**config.mk**
```make
export PLATFORM = sky130hd
export DESIGN_NAME = hazard_ctrl_flat
export DESIGN_NICKNAME = d
export VERILOG_FILES = /design/src/rtl/hazard_ctrl_pkg.sv /design/src/rtl/hazard_ctrl_if.sv /design/src/rtl/hazard_ctrl_fwd_sel.sv /design/src/rtl/hazard_ctrl.sv /design/src/flat_wrapper.sv
export SDC_FILE = /design/constraint.sdc
export NUM_CORES = 1
export LEC_CHECK = 0
export ABC_AREA = 1
export ABC_CLOCK_PERIOD_IN_PS = 2330
export CAP_MARGIN = 10
export CORE_MARGIN = 4
export CORE_UTILIZATION = 43
export CTS_CLUSTER_DIAMETER = 60
export CTS_CLUSTER_SIZE = 30
export DETAILED_ROUTE_END_ITERATION = 10
export PLACE_DENSITY = 0.84
export SLEW_MARGIN = 20
export SYNTH_ARGS = -nofsm -noshare
export SYNTH_HDL_FRONTEND = slang
export SYNTH_SLANG_ARGS = --single-unit
```
**constraint.sdc**
```tcl
create_clock -name i_clk -period 2.33 [get_ports i_clk]
set_input_delay 0.466 -clock i_clk [delete_from_list [all_inputs] [get_ports i_clk]]
set_output_delay 0.466 -clock i_clk [all_outputs]
set_load 0.01 [all_outputs]
```
**src/rtl/hazard_ctrl_pkg.sv**
```systemverilog
// -----------------------------------------------------------------------------
// hazard_pkg
// Shared definitions for the pipeline hazard / sequencing controller.
//   REG_IDX_W         : width of a register-file index (x0..x31)
//   FWD_REG/MEM/WB    : EX operand forward-select encodings
//   mem_state_e       : data-memory handshake FSM states
// -----------------------------------------------------------------------------
package hazard_pkg;

    localparam int REG_IDX_W = 5;

    localparam logic [1:0] FWD_REG = 2'b00;
    localparam logic [1:0] FWD_MEM = 2'b01;
    localparam logic [1:0] FWD_WB  = 2'b10;

    typedef enum logic {
        IDLE = 1'b0,
        WAIT = 1'b1
    } mem_state_e;

endpackage

```
**src/rtl/hazard_ctrl_if.sv**
```systemverilog
// -----------------------------------------------------------------------------
// hazard_ctrl_if
// Bundles every pipeline-side signal of the hazard controller.
//   slave  modport : used by hazard_ctrl (i_* in, o_* out)
//   master modport : used by the pipeline / bench (drives i_*, observes o_*)
// Parameter CNT_W sets the width of the two performance counters.
// -----------------------------------------------------------------------------
interface hazard_ctrl_if import hazard_pkg::*; #(
    parameter int CNT_W = 32
) ();

    logic [REG_IDX_W-1:0] i_id_rs1;
    logic [REG_IDX_W-1:0] i_id_rs2;
    logic                 i_id_use_rs1;
    logic                 i_id_use_rs2;
    logic [REG_IDX_W-1:0] i_ex_rs1;
    logic [REG_IDX_W-1:0] i_ex_rs2;
    logic [REG_IDX_W-1:0] i_ex_rd;
    logic                 i_ex_mem_read;
    logic                 i_ex_pc_src;
    logic [REG_IDX_W-1:0] i_mem_rd;
    logic                 i_mem_reg_write;
    logic                 i_mem_access;
    logic [REG_IDX_W-1:0] i_wb_rd;
    logic                 i_wb_reg_write;
    logic                 i_dmem_valid;

    logic                 o_dmem_req;
    logic [1:0]           o_fwd_a;
    logic [1:0]           o_fwd_b;
    logic                 o_stall_if;
    logic                 o_stall_id;
    logic                 o_flush_id;
    logic                 o_bubble_ex;
    logic                 o_stall_all;
    logic                 o_mem_err;
    logic [CNT_W-1:0]     o_stall_cycles;
    logic [CNT_W-1:0]     o_flush_count;

    modport slave (
        input  i_id_rs1, i_id_rs2, i_id_use_rs1, i_id_use_rs2,
        input  i_ex_rs1, i_ex_rs2, i_ex_rd, i_ex_mem_read, i_ex_pc_src,
        input  i_mem_rd, i_mem_reg_write, i_mem_access,
        input  i_wb_rd, i_wb_reg_write, i_dmem_valid,
        output o_dmem_req, o_fwd_a, o_fwd_b, o_stall_if, o_stall_id,
        output o_flush_id, o_bubble_ex, o_stall_all, o_mem_err,
        output o_stall_cycles, o_flush_count
    );

    modport master (
        output i_id_rs1, i_id_rs2, i_id_use_rs1, i_id_use_rs2,
        output i_ex_rs1, i_ex_rs2, i_ex_rd, i_ex_mem_read, i_ex_pc_src,
        output i_mem_rd, i_mem_reg_write, i_mem_access,
        output i_wb_rd, i_wb_reg_write, i_dmem_valid,
        input  o_dmem_req, o_fwd_a, o_fwd_b, o_stall_if, o_stall_id,
        input  o_flush_id, o_bubble_ex, o_stall_all, o_mem_err,
        input  o_stall_cycles, o_flush_count
    );

endinterface

```
**src/rtl/hazard_ctrl_fwd_sel.sv**
```systemverilog
// -----------------------------------------------------------------------------
// fwd_sel
// Combinational forward select for one EX operand.
//   ex_rs         : EX-stage source register of this operand
//   mem_rd/_wr    : MEM-stage destination and its write enable
//   wb_rd/_wr     : WB-stage destination and its write enable
//   sel           : FWD_MEM / FWD_WB / FWD_REG
// -----------------------------------------------------------------------------
module fwd_sel import hazard_pkg::*; (
    input  logic [REG_IDX_W-1:0] ex_rs,
    input  logic [REG_IDX_W-1:0] mem_rd,
    input  logic                 mem_wr,
    input  logic [REG_IDX_W-1:0] wb_rd,
    input  logic                 wb_wr,
    output logic [1:0]           sel
);

    // The MEM stage holds the younger result, so it is checked first.
    // x0 is never forwarded because it is hard-wired to zero.
    always_comb begin
        sel = FWD_REG;
        if (mem_wr && (mem_rd != '0) && (mem_rd == ex_rs)) begin
            sel = FWD_MEM;
        end else if (wb_wr && (wb_rd != '0) && (wb_rd == ex_rs)) begin
            sel = FWD_WB;
        end
    end

endmodule

```
**src/rtl/hazard_ctrl.sv**
```systemverilog
// -----------------------------------------------------------------------------
// hazard_ctrl
// Pipeline sequencing controller for the 5-stage RV32I core.
//   i_clk, i_rst : core clock, synchronous active-high reset
//   bus (slave)  : per-stage register indices and control bits in;
//                  forward selects, stall/flush/bubble controls, data-memory
//                  request strobe, timeout flag and perf counters out.
// Parameters:
//   CNT_W   : perf counter width (counters wrap)
//   TIMEOUT : max not-ready cycles in WAIT before o_mem_err; 0 = no watchdog
// -----------------------------------------------------------------------------
module hazard_ctrl import hazard_pkg::*; #(
    parameter int CNT_W   = 32,
    parameter int TIMEOUT = 0
) (
    input  logic          i_clk,
    input  logic          i_rst,
    hazard_ctrl_if.slave  bus
);

    localparam bit          WDOG_EN   = (TIMEOUT > 0);
    localparam logic [31:0] TMO_LIMIT = 32'(TIMEOUT);

    mem_state_e        state_q, state_d;
    logic [31:0]       tmo_cnt_q, tmo_cnt_d;
    logic              mem_err_q, mem_err_d;
    logic [CNT_W-1:0]  stall_cnt_q, stall_cnt_d;
    logic [CNT_W-1:0]  flush_cnt_q, flush_cnt_d;

    logic dmem_req;
    logic stall_all;
    logic load_use;
    logic stall_if;
    logic flush_id;
    logic bubble_ex;

    // One selector per EX operand; both share the MEM/WB writeback info.
    fwd_sel u_fwd_a (
        .ex_rs  (bus.i_ex_rs1),
        .mem_rd (bus.i_mem_rd),
        .mem_wr (bus.i_mem_reg_write),
        .wb_rd  (bus.i_wb_rd),
        .wb_wr  (bus.i_wb_reg_write),
        .sel    (bus.o_fwd_a)
    );

    fwd_sel u_fwd_b (
        .ex_rs  (bus.i_ex_rs2),
        .mem_rd (bus.i_mem_rd),
        .mem_wr (bus.i_mem_reg_write),
        .wb_rd  (bus.i_wb_rd),
        .wb_wr  (bus.i_wb_reg_write),
        .sel    (bus.o_fwd_b)
    );

    // Data-memory handshake. The request cycle itself freezes the pipe, then
    // WAIT keeps it frozen until the memory answers. The answering cycle is
    // unfrozen so the MEM instruction advances with its data. The watchdog
    // gives up after TIMEOUT not-ready WAIT cycles and raises a sticky error.
    // While reset is asserted the strobes are suppressed so nothing is issued.
    always_comb begin
        state_d   = state_q;
        tmo_cnt_d = tmo_cnt_q;
        mem_err_d = mem_err_q;
        dmem_req  = 1'b0;
        stall_all = 1'b0;
        case (state_q)
            IDLE: begin
                if (bus.i_mem_access) begin
                    dmem_req  = 1'b1;
                    stall_all = 1'b1;
                    tmo_cnt_d = '0;
                    state_d   = WAIT;
                end
            end
            WAIT: begin
                if (bus.i_dmem_valid) begin
                    state_d = IDLE;
                end else begin
                    stall_all = 1'b1;
                    tmo_cnt_d = tmo_cnt_q + 32'd1;
                    if (WDOG_EN && (tmo_cnt_d == TMO_LIMIT)) begin
                        mem_err_d = 1'b1;
                        state_d   = IDLE;
                    end
                end
            end
            default: state_d = IDLE;
        endcase
        if (i_rst) begin
            dmem_req  = 1'b0;
            stall_all = 1'b0;
        end
    end

    // Load-use and branch control. A taken branch squashes the dependent
    // instruction anyway, so it overrides the load-use stall. During a
    // memory freeze nothing moves, so these controls are held off and the
    // hazards are simply seen again once the pipe is released.
    always_comb begin
        load_use  = bus.i_ex_mem_read && (bus.i_ex_rd != '0) &&
                    ((bus.i_id_use_rs1 && (bus.i_id_rs1 == bus.i_ex_rd)) ||
                     (bus.i_id_use_rs2 && (bus.i_id_rs2 == bus.i_ex_rd)));
        stall_if  = !stall_all && load_use && !bus.i_ex_pc_src;
        flush_id  = !stall_all && bus.i_ex_pc_src;
        bubble_ex = !stall_all && (load_use || bus.i_ex_pc_src);
    end

    // Performance counters, free-running and wrapping.
    always_comb begin
        stall_cnt_d = stall_cnt_q + {{(CNT_W-1){1'b0}}, (stall_all || stall_if)};
        flush_cnt_d = flush_cnt_q + {{(CNT_W-1){1'b0}}, flush_id};
    end

    // State register with synchronous reset.
    always_ff @(posedge i_clk) begin
        if (i_rst) begin
            state_q     <= IDLE;
            tmo_cnt_q   <= '0;
            mem_err_q   <= 1'b0;
            stall_cnt_q <= '0;
            flush_cnt_q <= '0;
        end else begin
            state_q     <= state_d;
            tmo_cnt_q   <= tmo_cnt_d;
            mem_err_q   <= mem_err_d;
            stall_cnt_q <= stall_cnt_d;
            flush_cnt_q <= flush_cnt_d;
        end
    end

    assign bus.o_dmem_req     = dmem_req;
    assign bus.o_stall_all    = stall_all;
    assign bus.o_stall_if     = stall_if;
    assign bus.o_stall_id     = stall_if;
    assign bus.o_flush_id     = flush_id;
    assign bus.o_bubble_ex    = bubble_ex;
    assign bus.o_mem_err      = mem_err_q;
    assign bus.o_stall_cycles = stall_cnt_q;
    assign bus.o_flush_count  = flush_cnt_q;

endmodule

```
**src/flat_wrapper.sv**
```systemverilog
// flat-port wrapper written by rule: the top's interface ports become plain ports
module hazard_ctrl_flat import hazard_pkg::*;
#(
    parameter int CNT_W   = 32,
    parameter int TIMEOUT = 0
)
  (i_clk, i_rst, bus_i_id_rs1, bus_i_id_rs2, bus_i_id_use_rs1, bus_i_id_use_rs2, bus_i_ex_rs1, bus_i_ex_rs2, bus_i_ex_rd, bus_i_ex_mem_read, bus_i_ex_pc_src, bus_i_mem_rd, bus_i_mem_reg_write, bus_i_mem_access, bus_i_wb_rd, bus_i_wb_reg_write, bus_i_dmem_valid, bus_o_dmem_req, bus_o_fwd_a, bus_o_fwd_b, bus_o_stall_if, bus_o_stall_id, bus_o_flush_id, bus_o_bubble_ex, bus_o_stall_all, bus_o_mem_err, bus_o_stall_cycles, bus_o_flush_count);
  hazard_ctrl_if #(.CNT_W(CNT_W)) bus_i ();
  input  logic i_clk;
  input  logic i_rst;
  input wire logic [$bits(bus_i.i_id_rs1)-1:0] bus_i_id_rs1;
  input wire logic [$bits(bus_i.i_id_rs2)-1:0] bus_i_id_rs2;
  input wire logic [$bits(bus_i.i_id_use_rs1)-1:0] bus_i_id_use_rs1;
  input wire logic [$bits(bus_i.i_id_use_rs2)-1:0] bus_i_id_use_rs2;
  input wire logic [$bits(bus_i.i_ex_rs1)-1:0] bus_i_ex_rs1;
  input wire logic [$bits(bus_i.i_ex_rs2)-1:0] bus_i_ex_rs2;
  input wire logic [$bits(bus_i.i_ex_rd)-1:0] bus_i_ex_rd;
  input wire logic [$bits(bus_i.i_ex_mem_read)-1:0] bus_i_ex_mem_read;
  input wire logic [$bits(bus_i.i_ex_pc_src)-1:0] bus_i_ex_pc_src;
  input wire logic [$bits(bus_i.i_mem_rd)-1:0] bus_i_mem_rd;
  input wire logic [$bits(bus_i.i_mem_reg_write)-1:0] bus_i_mem_reg_write;
  input wire logic [$bits(bus_i.i_mem_access)-1:0] bus_i_mem_access;
  input wire logic [$bits(bus_i.i_wb_rd)-1:0] bus_i_wb_rd;
  input wire logic [$bits(bus_i.i_wb_reg_write)-1:0] bus_i_wb_reg_write;
  input wire logic [$bits(bus_i.i_dmem_valid)-1:0] bus_i_dmem_valid;
  output wire logic [$bits(bus_i.o_dmem_req)-1:0] bus_o_dmem_req;
  output wire logic [$bits(bus_i.o_fwd_a)-1:0] bus_o_fwd_a;
  output wire logic [$bits(bus_i.o_fwd_b)-1:0] bus_o_fwd_b;
  output wire logic [$bits(bus_i.o_stall_if)-1:0] bus_o_stall_if;
  output wire logic [$bits(bus_i.o_stall_id)-1:0] bus_o_stall_id;
  output wire logic [$bits(bus_i.o_flush_id)-1:0] bus_o_flush_id;
  output wire logic [$bits(bus_i.o_bubble_ex)-1:0] bus_o_bubble_ex;
  output wire logic [$bits(bus_i.o_stall_all)-1:0] bus_o_stall_all;
  output wire logic [$bits(bus_i.o_mem_err)-1:0] bus_o_mem_err;
  output wire logic [$bits(bus_i.o_stall_cycles)-1:0] bus_o_stall_cycles;
  output wire logic [$bits(bus_i.o_flush_count)-1:0] bus_o_flush_count;
  assign bus_i.i_id_rs1 = bus_i_id_rs1;
  assign bus_i.i_id_rs2 = bus_i_id_rs2;
  assign bus_i.i_id_use_rs1 = bus_i_id_use_rs1;
  assign bus_i.i_id_use_rs2 = bus_i_id_use_rs2;
  assign bus_i.i_ex_rs1 = bus_i_ex_rs1;
  assign bus_i.i_ex_rs2 = bus_i_ex_rs2;
  assign bus_i.i_ex_rd = bus_i_ex_rd;
  assign bus_i.i_ex_mem_read = bus_i_ex_mem_read;
  assign bus_i.i_ex_pc_src = bus_i_ex_pc_src;
  assign bus_i.i_mem_rd = bus_i_mem_rd;
  assign bus_i.i_mem_reg_write = bus_i_mem_reg_write;
  assign bus_i.i_mem_access = bus_i_mem_access;
  assign bus_i.i_wb_rd = bus_i_wb_rd;
  assign bus_i.i_wb_reg_write = bus_i_wb_reg_write;
  assign bus_i.i_dmem_valid = bus_i_dmem_valid;
  assign bus_o_dmem_req = bus_i.o_dmem_req;
  assign bus_o_fwd_a = bus_i.o_fwd_a;
  assign bus_o_fwd_b = bus_i.o_fwd_b;
  assign bus_o_stall_if = bus_i.o_stall_if;
  assign bus_o_stall_id = bus_i.o_stall_id;
  assign bus_o_flush_id = bus_i.o_flush_id;
  assign bus_o_bubble_ex = bus_i.o_bubble_ex;
  assign bus_o_stall_all = bus_i.o_stall_all;
  assign bus_o_mem_err = bus_i.o_mem_err;
  assign bus_o_stall_cycles = bus_i.o_stall_cycles;
  assign bus_o_flush_count = bus_i.o_flush_count;
  hazard_ctrl #(.CNT_W(CNT_W), .TIMEOUT(TIMEOUT)) u_core (.i_clk(i_clk), .i_rst(i_rst), .bus(bus_i));
endmodule
```
==> metrics.txt <==
outcome=completed; clk_lat worst skew=0.35 ns; Final Hold Fails=0; FFs w/ async S/R, synth=0; Setup-failing EPs final=0; Die Height=105 um; Final #Nets=879; DRC=0; NetSw=0.577 mW; Routed WL per cell=12.8 um; maxcap violations=0; Post-synth top flop=dfxtp_1; max-slew violations=0; Worst-path clk slew=0.07 ns; Seq pwr share=0.465; ratio of cells with drive above 1 in the final layout=0.123; RSZ-0062 raised after global routing=true; synthesized flop and latch total=65; drt first pass iters=6; total power draw=2.43 mW; Core Area=9200 um2; Register Area=1300 um2; Routed Wire Length=12.2 mm; Clock Skew=0.0137 ns; VDD IR-drop max=0.296 mV; n_diodes=0; largest net degree at the start of global routing=46; GR Overflow Total=0; fin cells=946; Startpoint Class=input pin; # H-tree levels=3; filler instances=806; leakage=2.12 nW; nature of the critical path endpoint=flip-flop; Mapped Avg Cell Area=5.96 um2; I/O Pins=120; 1st-iter DRT viols=200; Combinational Power Share=0.115; Num CTS Buffers=9; first-pass GRT wire length=20.1 mm; post-synth cell types=27; total die area=11000 um2; Setup CP Type=input pin to flip-flop; multi-input logic area=2600 um2; CTS root buf=clkbuf_8; post-route ant nets=0; internal power=1.85 mW; Hold Crit Class=flip-flop to flip-flop; syn nets=728; Max-Slew Margin vs Limit=0.655; Port Buffers=118; HPWL after DPL=9.20 mm; commonest non-fill, non-tap cell in the layout=nand2_1; placed insts=923; power per cell area=407 nW/um2; worst hold stages=2; Clock Path Buffers=2; clk sinks=65; minimum clock period=2.26 ns; EDFF count, synth=0; GP Congestion=0.933; initial antenna violation count=0; clock power share=0.420; CTS tree=built; Hold Buf Count CTS=0; DR vias/cell=4.90; sequential share of the synthesized area=0.321; via count=4639; vias in the first global route=4548; largest fanout on the critical path=4; cell row count=35; Sw Share=0.238; YS warnings=0; Final Util=0.649; Die W=105 um; most frequent cells in the layout=nand2_1 (212), nor2_1 (124), clkdlybuf4s50_1 (96); Initial Util=0.440; Critical Path AT=2.55 ns; Post-Syn Instances=679; global-route total usage across every layer=0.221; period utilization=0.971; synthesized cell area=4050 um2; worst-margin pin slew=0.517 ns; R2R depth=13; synthesis-to-finish area growth=47.3%; Worst Path Required=2.61 ns; Max Freq=442 MHz
power groups by stage:
| stage | Combinational, mW | Sequential [mW] | Clock (mW) |
|---|---|---|---|
| after detailed placement | 0.262 | 1.15 | 0 |
| final | 0.280 | 1.13 | 1.02 |
| after floorplan | 0.112 | 1.15 | 0 |
| after global routing | 0.311 | 1.13 | 1.09 |
| after CTS | 0.267 | 1.13 | 1.04 |
| after global placement | 0.259 | 1.15 | 0 |
kinds of logic (layout without fill, tap and decap cells):
kind of cell	count (synthesis)	after routing	synth area share
buf+inv	89	245	0.0846
simple gates	426	426	0.439
compound gates	68	68	0.0853
xor+xnor	26	26	0.0562
fa+ha+maj	4	4	0.0124
other cells	1	1	0.000926
flops	65	65	0.321
path summary, 6_finish.rpt:
kind	from	slack, ns	to
setup / recovery	bus_i_id_rs1[4]	0.07	u_core.bus.o_stall_cycles[13]$_SDFF_PP0_
setup reg to reg	u_core.state_q$_DFF_P_	0.28	u_core.bus.o_stall_cycles[13]$_SDFF_PP0_
hold reg to reg	u_core.bus.o_flush_count[31]$_SDFF_PP0_	0.48	u_core.bus.o_flush_count[31]$_SDFF_PP0_
hold / removal	u_core.bus.o_flush_count[31]$_SDFF_PP0_	0.48	u_core.bus.o_flush_count[31]$_SDFF_PP0_
area by class of cell:
| class | count | share of cell area |
|---|---|---|
| Clock buffer | 14 | 0.0289 |
| Clock inverter | 2 | 0.00587 |
| Inverter | 80 | 0.0508 |
| Multi-Input combinational cell | 525 | 0.435 |
| Sequential cell | 65 | 0.218 |
| Tap cell | 111 | 0.0233 |
| Timing Repair Buffer | 149 | 0.237 |
routing by layer:
layer,part of all wire,global-route usage,wire length (um),up-vias
met5,0,0,0,-
met1,0.43,0.263,5170,2064
met3,0.055,0.0605,671,24
met2,0.50,0.380,6060,141
met4,0.020,0.0806,248,0
li1,-,-,-,2410
worst max-delay path, cell delays in order:
cell             delay [ns]
clkdlybuf4s50_1        0.48
inv_1                  0.04
nand2_1                0.06
nand2_1                0.05
nor2_1                 0.09
nand3_1                0.10
nand2_2                0.08
nand3_2                0.09
nand2_2                0.10
ha_4                   0.15
buf_6                  0.12
nand3_4                0.11
nor2_4                 0.15
nand3_2                0.10
or2_1                  0.24
a21oi_1                0.13
flip-flops by register name, indices dropped and copies added (netlist names):
name / cells
u_core.bus.o_flush_count: 32
u_core.state_q: 1
u_core.bus.o_stall_cycles: 32
timing repair:
action,in CTS,in global routing
pin swaps,9,21
setup endpoints to repair,19,48
setup buffers,4,5
resized for setup,38,45
synthesized netlist by cell type, types with 2 or more instances:
cell,count,share of area
nor2_2,9,0.014
o21ai_0,19,0.023
xnor2_1,13,0.028
xor2_1,13,0.028
nand2_2,5,0.0077
ha_1,4,0.012
buf_4,2,0.0037
nand3b_1,2,0.0037
nor2_1,131,0.12
nor3_1,7,0.0086
clkbuf_1,5,0.0046
nand3_1,39,0.048
nand4_1,3,0.0046
inv_1,80,0.074
or2_0,2,0.0031
dfxtp_1,65,0.32
nor2_4,6,0.017
nand2_1,218,0.20
a21oi_1,47,0.058
nand3_2,2,0.0049
stage by stage:
step	setup slack (ns)	hold slack [ns]	instance area (um2)	setup TNS, ns
final	0.0670	0.481	5960	0
after global routing	-0.0939	0.502	5960	-0.137
after CTS	-0.0709	0.481	5810	-0.225
after detailed placement	-0.454	0.474	5510	-16.48
after global placement	-0.350	0.466	5510	-13.20
after floorplan	-0.000665	0.493	4060	-0.000665
Power figures use the tool's default switching activity.
